===== config.mk =====
export PLATFORM = sky130hd
export DESIGN_NAME = parity_frame_ctrl
export DESIGN_NICKNAME = d
export VERILOG_FILES = /design/src/rtl/parity_pkg.sv /design/src/rtl/parity_odd_chk.sv /design/src/rtl/parity_frame_ctrl.sv
export SDC_FILE = /design/constraint.sdc
export NUM_CORES = 1
export LEC_CHECK = 0
export CAP_MARGIN = 20
export CORE_ASPECT_RATIO = 2
export CORE_MARGIN = 5
export CORE_UTILIZATION = 44
export DETAILED_ROUTE_END_ITERATION = 12
export PLACE_DENSITY = 0.63
export SLEW_MARGIN = 25
export SYNTH_ARGS = -nofsm -noshare
export SYNTH_HDL_FRONTEND = slang
export SYNTH_SLANG_ARGS = --single-unit

===== constraint.sdc =====
create_clock -name clk -period 3.7 [get_ports clk]
set_clock_uncertainty 0.1 [all_clocks]
set_input_delay 0.555 -clock clk [delete_from_list [all_inputs] [get_ports clk]]
set_output_delay 0.555 -clock clk [all_outputs]
set_load 0.05 [all_outputs]

===== src/rtl/parity_pkg.sv =====
// Shared types and constants for the odd-parity serial receive path.
package parity_pkg;

    localparam int unsigned SYM_W    = 8;
    localparam int unsigned DATA_W   = 7;
    localparam int unsigned IDX_W    = 3;
    localparam int unsigned CONSEC_W = 4;
    localparam logic        IDLE_LVL = 1'b1;

    typedef enum logic [1:0] {
        IDLE = 2'd0,
        DATA = 2'd1,
        STOP = 2'd2
    } state_e;

endpackage


===== src/rtl/parity_odd_chk.sv =====
// Combinational odd-parity checker: flags a symbol whose bits XOR to 0.
module parity_odd_chk
    import parity_pkg::*;
(
    input  logic [SYM_W-1:0] sym,
    output logic             isErr
);

    assign isErr = ~^sym;

endmodule


===== src/rtl/parity_frame_ctrl.sv =====
// Odd-parity symbol receiver: start-bit hunt, 8-bit shift-in, stop check,
// parity check and saturating error statistics with a sticky alarm.
module parity_frame_ctrl
    import parity_pkg::*;
#(
    parameter int unsigned CNT_W    = 8,
    parameter int unsigned ALARM_TH = 3
) (
    input  logic              clk,
    input  logic              rst_n,
    input  logic              bitIn,
    input  logic              bitValid,
    input  logic              errClr,
    output logic              symValid,
    output logic [DATA_W-1:0] symData,
    output logic              symErr,
    output logic              frameErr,
    output logic [CNT_W-1:0]  errCnt,
    output logic              alarm
);

    state_e              state_q, state_d;
    logic [IDX_W-1:0]    idx_q, idx_d;
    logic [SYM_W-1:0]    shreg_q, shreg_d;
    logic                sym_valid_q, sym_valid_d;
    logic [DATA_W-1:0]   sym_data_q, sym_data_d;
    logic                sym_err_q, sym_err_d;
    logic                frame_err_q, frame_err_d;
    logic [CNT_W-1:0]    err_cnt_q, err_cnt_d;
    logic [CONSEC_W-1:0] consec_q, consec_d;
    logic                alarm_q, alarm_d;
    logic                sym_is_err;

    parity_odd_chk u_chk (
        .sym   (shreg_q),
        .isErr (sym_is_err)
    );

    // Frame FSM; only advances on bitValid cycles.
    always_comb begin
        state_d     = state_q;
        idx_d       = idx_q;
        shreg_d     = shreg_q;
        sym_valid_d = 1'b0;
        sym_data_d  = sym_data_q;
        sym_err_d   = sym_err_q;
        frame_err_d = 1'b0;
        if (bitValid) begin
            case (state_q)
                IDLE: begin
                    if (bitIn != IDLE_LVL) begin
                        state_d = DATA;
                        idx_d   = '0;
                    end
                end
                DATA: begin
                    shreg_d = {shreg_q[SYM_W-2:0], bitIn};
                    idx_d   = idx_q + IDX_W'(1);
                    if (idx_q == IDX_W'(SYM_W - 1)) begin
                        state_d = STOP;
                    end
                end
                STOP: begin
                    if (bitIn == IDLE_LVL) begin
                        sym_valid_d = 1'b1;
                        sym_data_d  = shreg_q[SYM_W-1:1];
                        sym_err_d   = sym_is_err;
                    end else begin
                        frame_err_d = 1'b1;
                    end
                    state_d = IDLE;
                end
                default: state_d = IDLE;
            endcase
        end
    end

    // Statistics trail the presented symbol by one cycle; a clear always wins.
    always_comb begin
        err_cnt_d = err_cnt_q;
        consec_d  = consec_q;
        alarm_d   = alarm_q;
        if (errClr) begin
            err_cnt_d = '0;
            consec_d  = '0;
            alarm_d   = 1'b0;
        end else if (sym_valid_q) begin
            if (sym_err_q) begin
                if (err_cnt_q != {CNT_W{1'b1}}) begin
                    err_cnt_d = err_cnt_q + CNT_W'(1);
                end
                if (consec_q != {CONSEC_W{1'b1}}) begin
                    consec_d = consec_q + CONSEC_W'(1);
                end
                if (consec_d >= CONSEC_W'(ALARM_TH)) begin
                    alarm_d = 1'b1;
                end
            end else begin
                consec_d = '0;
            end
        end
    end

    always_ff @(posedge clk or negedge rst_n) begin
        if (!rst_n) begin
            state_q     <= IDLE;
            idx_q       <= '0;
            shreg_q     <= '0;
            sym_valid_q <= 1'b0;
            sym_data_q  <= '0;
            sym_err_q   <= 1'b0;
            frame_err_q <= 1'b0;
            err_cnt_q   <= '0;
            consec_q    <= '0;
            alarm_q     <= 1'b0;
        end else begin
            state_q     <= state_d;
            idx_q       <= idx_d;
            shreg_q     <= shreg_d;
            sym_valid_q <= sym_valid_d;
            sym_data_q  <= sym_data_d;
            sym_err_q   <= sym_err_d;
            frame_err_q <= frame_err_d;
            err_cnt_q   <= err_cnt_d;
            consec_q    <= consec_d;
            alarm_q     <= alarm_d;
        end
    end

    assign symValid = sym_valid_q;
    assign symData  = sym_data_q;
    assign symErr   = sym_err_q;
    assign frameErr = frame_err_q;
    assign errCnt   = err_cnt_q;
    assign alarm    = alarm_q;

endmodule


* Word level (Yosys, flattened, before mapping)
Index checks and enable logic that the tools add are counted.
** Word-level totals
- Logic and storage cells :: 60
- Bits of input ports :: 5
- Output and inout bits :: 19
- Register bits :: 36
** Operators by class
- Eq/ne operators :: 7
- Order comparisons :: 1
- Add/sub/neg operators :: 3
- Reduce and logical (&&, ||, !) cells :: 13
- Multiplexer cells :: 26
** Operator list (number)
- $mux 8 :: 4
- $mux 4 :: 7
- $reduce_and 3->1 :: 5
- $mux 1 :: 10
- $reduce_bool 2->1 :: 5
- $add 8x1->8 const B :: 1
- $ne 8x8->1 const B :: 1
- $reduce_xnor 8->1 :: 1
- $pmux 3 s2 :: 1
- $add 4x1->4 const B :: 1
- $ge 4x2->1 const B :: 1
- $mux 2 :: 2
- $ne 2x2->1 const B :: 2
- $ne 4x4->1 const B :: 1
- $pmux 2 s2 :: 1
- $add 3x1->3 const B :: 1
- $eq 3x3->1 const B :: 1
- $mux 3 :: 1
- $eq 2x1->1 const B :: 1
- $eq 2x2->1 const B :: 1
- $logic_not 2->1 :: 1
- $reduce_and 2->1 :: 1

* Longest topological paths before layout
Gate-level depths: netlist (run 1).
- Depth in word-level cells :: 10
- Depth in mapped cells :: 5
- Depth with buffers taken out :: 5

* Hierarchy
Synthesis (run 1) repeated with hierarchy kept, for this count alone.
** Unflattened totals
- Cells, all modules :: 139
- Area, all modules :: 1697.9 µm²
** Modules (own cells, without submodules)
- parity_frame_ctrl :: cells each 132, sequential area each 900.9 µm², area each 1636.6 µm², instances 1
- parity_odd_chk :: cells each 7, sequential area each 0.0 µm², area each 61.3 µm², instances 1

* Worst setup path after synthesis (run 1)
No wires, ideal clock.
- Kind :: reg-to-reg
- From :: reg err_cnt_q[0] (netlist: errCnt[0])
- To :: reg err_cnt_q[1] (netlist: errCnt[1])
- Clock period less this slack :: 1.796 ns
- Path buffers :: 0
- Setup slack :: 1.904 ns
- Setup time :: 0.132 ns
- Data required time :: 3.468 ns
- Cell stages (with the launch flop) :: 6
- Arrival time :: 1.564 ns
- Cell sequence :: dfrtp_1 > ha_1 > nand3_2 > o21ai_1 > mux2i_1 > nor2_1
** Between the ends
- Word-level cells in the longest chain between the ends :: 5
- Elaborated cells between the ends (all ways) :: 8
- Classes of those cells :: add/sub: 1; eq/ne: 1; mux: 4; reduce/logical: 2
** Ends and longest elaborated chain
- start: declaration :: line parity_frame_ctrl.sv:29 : logic [CNT_W-1:0] err_cnt_q, err_cnt_d;
- start signal: assignment :: line parity_frame_ctrl.sv:124 : err_cnt_q <= err_cnt_d;
- $add 8x1->8 :: line parity_frame_ctrl.sv:90 : err_cnt_d = err_cnt_q + CNT_W'(1);
- $mux 8 :: line parity_frame_ctrl.sv:89 : if (err_cnt_q != {CNT_W{1'b1}}) begin
- $mux 8 :: line parity_frame_ctrl.sv:88 : if (sym_err_q) begin
- $mux 8 :: line parity_frame_ctrl.sv:87 : end else if (sym_valid_q) begin
- $mux 8 :: line parity_frame_ctrl.sv:83 : if (errClr) begin
Parallel ways exist; a longest one is shown, timed or not. The select of a mux whose other input is x is not followed.
A chain may end at the register's enable or synchronous reset.

* Worst setup path after layout (run 1)
- From :: reg sym_valid_q (netlist: symValid)
- To :: out symValid
** RTL lines
- start: declaration :: line parity_frame_ctrl.sv:25 : logic sym_valid_q, sym_valid_d;
- start signal: assignment :: line parity_frame_ctrl.sv:120 : sym_valid_q <= sym_valid_d;
- end: declaration :: line parity_frame_ctrl.sv:14 : output logic symValid,
No word-level cell between the ends.

==> reports/qor.csv, run 1 <==
metric,value,unit
slowest CP cell,clkdlybuf4s50_1,
grt ovf,0,
routed vias,1246,
quantity of gates resized following cts,0,
asr flop ratio synth,1.00,
post-synthesis simple-gate area fraction,0.186,
Die ar.,5270,sq um
hpwl dp,2520,um
routed vias/inst,5.24,
Max clock buf depth,2,
Post-Synth Adder-Cell Area,0.0295,
WL per Instance,14.0,um
Pwr Density,551,nW/um^2
routed wire length,3340,um
WP data required,3040,ps
max cap viols,0,
min Tclk post-route,2350,ps
largest family of logic cells by synthesized area,simple AND/OR/NAND/NOR gates,
clock latency on the worst-skew pair,280,ps
CP arrival,1690,ps
clock slew at reported path FFs,70,ps
period utilization,0.635,
Max rail drop VDD,337,uV
Post-CTS Repair Setup Buffers,0,
largest net degree at the start of global routing,37,
worst-margin pin slew,514,ps
Fin Setup TNS,0,ps
Final Hold Vio Count,0,
gpl congestion,0.729,
Leakage,0.965,nW
initial core utilization,0.445,
Layout area overhead,22.5,%
final max-slew violation count,0,
fillcell total,363,
ANT cells,0,
Synth Flop Type,dfrtp_1,
CTS Buf Count,5,
element type at the critical path end,primary output,
Synth Area in XOR/XNOR,0.0569,
"Largest delay share family, worst path",buffers and inverters,
result of the run,"finished, final reports clean",
DRC errors left,0,
number of routed nets with antenna violations,0,
cts hold-fix bufs,0,
CTS tree,done,
core area,3800,sq um
Yosys cell types,37,
antenna violations before repair,0,
fmax,0.426,GHz
gr usage total,0.149,
crit path cell chain,clkdlybuf4s50_1,
crit-path max FO,11,
CTS root buf,clkbuf_8,
Ys Warns,0,
vias in the first global route,1253,
htree depth,2,
Die H,97.8,um
Buffers on Ports,23,
post-synthesis mux area share,0.0709,
Die X,53.9,um
num ports,24,
Slew headroom,0.656,
Mapped Cells,159,
Overall Power,0.00114,W
"commonest cells after routing, fill and taps aside","36 x dfrtp_1, 29 x nand2_1, 23 x clkdlybuf4s50_1",
first-pass GRT wire length,5750,um
DP Area,1980,sq um
# setup viols final,0,
sequential share of the synthesized area,0.532,
design area,2080,sq um
#FFs+latches synth,36,
syn_area_per_cell,10.7,sq um
syn nets,168,
"commonest non-fill, non-tap cell in the layout",dfrtp_1,
nets,196,
layout cells sized above 1,0.118,
crit start category,flip-flop,
Hold WC Path Type,flip-flop to flip-flop,
Mapped Area,1690,sq um
Compound-Gate Fraction of Synth Area,0.104,
Worst Path Buf+Inv,1,
site row count,32,
Post-synth EDFFs,0,
Setup CP Type,flip-flop to primary output,
DR iter-0 viols,16,
Worst path max stage delay,870,ps
DR pass1 iterations,4,
unrepaired setup endpoints after global routing,no,
Sink Count,36,
[metal layers]
layer / global-route usage / up-vias / part of all wire
li1: - / 606 / -
met1: 0.168 / 612 / 0.38
met2: 0.250 / 24 / 0.56
met3: 0.0366 / 4 / 0.041
met4: 0.0709 / 0 / 0.016
met5: 0 / - / 0
[final cells by class]
class                   count  area [sq um]  share of cell area
inverters                   5          18.8             0.00904
clock buffers               7          96.3              0.0464
well taps                  51          63.8              0.0307
multi-input cells         115           758               0.365
repair buffers             24           238               0.115
flip-flops and latches     36           901               0.434
[cells in the mapped netlist (2+ instances only)]
cell | n | area [sq um]
a211oi_1 | 2 | 15.0
a21oi_1 | 6 | 30.0
a22o_1 | 2 | 17.5
a2bb2oi_1 | 2 | 17.5
and2_1 | 2 | 12.5
dfrtp_1 | 36 | 901
ha_1 | 4 | 50.1
inv_1 | 5 | 18.8
mux2_2 | 8 | 90.1
mux2i_1 | 3 | 30.0
nand2_1 | 29 | 109
nand3_1 | 3 | 15.0
nand4_1 | 2 | 12.5
nand4_2 | 2 | 25.0
nor2_1 | 11 | 41.3
nor2b_1 | 4 | 25.0
o21ai_0 | 8 | 40.0
or3_1 | 2 | 12.5
xnor2_1 | 6 | 52.6
xor2_1 | 5 | 43.8
[final timing paths]
path | cells after the start | slack, ps | end | from
min | 1 | 410 | symData[5] | symData[5]
min reg2reg | 1 | 410 | symData[5] | symData[5]
max in group asynchronous | 2 | 2590 | frameErr | rst_n
max reg2reg | 5 | 2050 | consec_q[0] | consec_q[0]
min in group asynchronous | 2 | 590 | symData[4] | rst_n
max | 1 | 1350 | symValid | symValid
[per-stage QoR]
| stage | instances | setup WS [ps] | utilization | hold slack, ps |
|---|---|---|---|---|
| 2_1_floorplan | 159 | 1900 | - | 159 |
| 3_3_place_gp | 231 | 1670 | 0.520 | 387 |
| 3_5_place_dp | 231 | 1610 | 0.520 | 394 |
| 4_1_cts | 238 | 1340 | 0.546 | 409 |
| 5_1_grt | 238 | 1270 | 0.546 | 431 |
| 6_report | 238 | 1350 | 0.546 | 405 |
[where the power goes]
part	leakage (nW)	internal [W]	switching, W
combinational	0.430	0.000146	0.000165
clock	0.0503	0.000166	0.000129
sequential	0.485	0.000465	0.0000743
[flip-flops by register name (all words and copies together), names as in the netlist]
name and flops:
consec_q 4, state_q 2, alarm 1, symErr 1
idx_q 3, frameErr 1, errCnt 8, symValid 1
shreg_q 8, symData 7
[kinds of logic (layout without fill, tap and decap cells)]
logic type      count (synthesis)  in the layout
compound gates                 26             26
simple gates                   63             63
buf+inv                         8             36
fa+ha+maj                       4              4
xor+xnor                       11             11
flops                          36             36
mux                            11             11
Power figures use the tool's default switching activity.
==> run 2, diff against run 1 <==
- clock period: 3.7 -> 2.45 ns (I/O delays scaled with it)
==> reports/qor.csv, run 2 (synthesized netlist as in run 1, its figures left out) <==
metric,value,unit,change
result of the run,"finished, final reports clean",,
Max rail drop VDD,498,uV,+48%
fmax,0.464,GHz,
Layout area overhead,22.5,%,unchanged
period utilization,0.881,,
CP arrival,1690,ps,about the same
CTS tree,done,,
grt ovf,0,,unchanged
hpwl dp,2440,um,-3.0%
vias in the first global route,1308,,+4.4%
DR pass1 iterations,4,,unchanged
gpl congestion,0.729,,unchanged
htree depth,2,,unchanged
CTS root buf,clkbuf_8,,
worst r2r src,consec_q[0],,
first-pass GRT wire length,6020,um,+4.6%
num ports,24,,unchanged
core area,3800,sq um,unchanged
"commonest non-fill, non-tap cell in the layout",dfrtp_1,,
Buffers on Ports,23,,unchanged
Worst path max stage delay,870,ps,about the same
DRC errors left,0,,unchanged
largest net degree at the start of global routing,37,,unchanged
routed wire length,3410,um,+2.0%
Post-CTS Repair Setup Buffers,0,,unchanged
Die ar.,5270,sq um,unchanged
"commonest cells after routing, fill and taps aside","36 x dfrtp_1, 29 x nand2_1, 23 x clkdlybuf4s50_1",,
DR iter-0 viols,7,,-9
routed vias/inst,5.33,,+1.8%
WP data required,1980,ps,-1060 ps
Setup CP Type,flip-flop to primary output,,
WL per Instance,14.3,um,+2.0%
initial core utilization,0.445,,unchanged
Die H,97.8,um,unchanged
Fin Setup TNS,0,ps,unchanged
Worst Path Buf+Inv,1,,unchanged
Final Hold Vio Count,0,,unchanged
max cap viols,0,,unchanged
DP Area,1980,sq um,unchanged
site row count,32,,unchanged
final max-slew violation count,0,,unchanged
critical path depth in cells,1,,unchanged
Leakage,0.965,nW,unchanged
design area,2080,sq um,unchanged
worst reg2reg path depth,5,,unchanged
worst-margin pin slew,519,ps,+4.76 ps
clock latency on the worst-skew pair,290,ps,about the same
Overall Power,0.00175,W,+53%
crit path cell chain,clkdlybuf4s50_1,,
crit-path max FO,11,,unchanged
Critical R2R Capture,consec_q[0],,
number of routed nets with antenna violations,0,,unchanged
gr usage total,0.156,,+0.00729
crit start category,flip-flop,,
final hold slack,393,ps,-12.6 ps
# setup viols final,0,,unchanged
element type at the critical path end,primary output,,
unrepaired setup endpoints after global routing,no,,
quantity of gates resized following cts,0,,unchanged
nets,196,,unchanged
Hold WC Path Type,input port to async pin,,
Max clock buf depth,2,,unchanged
routed vias,1268,,+1.8%
cts hold-fix bufs,0,,unchanged
slowest CP cell,clkdlybuf4s50_1,,
ANT cells,0,,unchanged
CTS Buf Count,5,,unchanged
Pwr Density,841,nW/um^2,+53%
min Tclk post-route,2160,ps,
"Largest delay share family, worst path",buffers and inverters,,
layout cells sized above 1,0.118,,unchanged
Worst R2R Setup Slack,800,ps,-1250 ps
Slew headroom,0.653,,-0.00318
antenna violations before repair,0,,unchanged
Final Util,0.546,,unchanged
clock slew at reported path FFs,70,ps,about the same
Sink Count,36,,unchanged
Die X,53.9,um,unchanged
[run 2: cell counts in the layout (fill, tap and decap cells not counted)]
No cell type changed its count.
[run 2: worst max-delay path by stage]
stage	end	slack, ps	from
2_1_floorplan	errCnt[1]	650	errCnt[0]
3_3_place_gp	symValid	610	symValid
3_5_place_dp	symData[3]	550	bitValid
4_1_cts	symValid	280	symValid
5_1_grt	symValid	210	symValid
6_report	symValid	290	symValid
[run 2: final cells by class]
class | instances | area, sq um
clock buffers | 7 | 96.3
multi-input cells | 115 | 758
flip-flops and latches | 36 | 901
inverters | 5 | 18.8
well taps | 51 | 63.8
fillers | 353 | 1730
repair buffers | 24 | 238
[run 2: layer usage]
metal	routed length, um	up-vias	share of wire	global-route usage
li1	-	605	-	-
met1	1290	635	0.38	0.171
met2	1870	23	0.55	0.262
met3	157	5	0.046	0.0443
met4	85	0	0.025	0.0768
met5	0	-	0	0
[run 2: per-stage QoR]
step,setup WS (ps),std cells
floorplan,654,159
global placement,607,231
detailed placement,552,231
CTS,279,238
global route,207,238
finish,293,238
[run 2: power breakdown]
part | internal (W) | leakage, nW | switching [W]
combinational | 0.000221 | 0.430 | 0.000248
sequential | 0.000701 | 0.485 | 0.000113
clock | 0.000251 | 0.0503 | 0.000212
total | 0.00117 | 0.965 | 0.000572
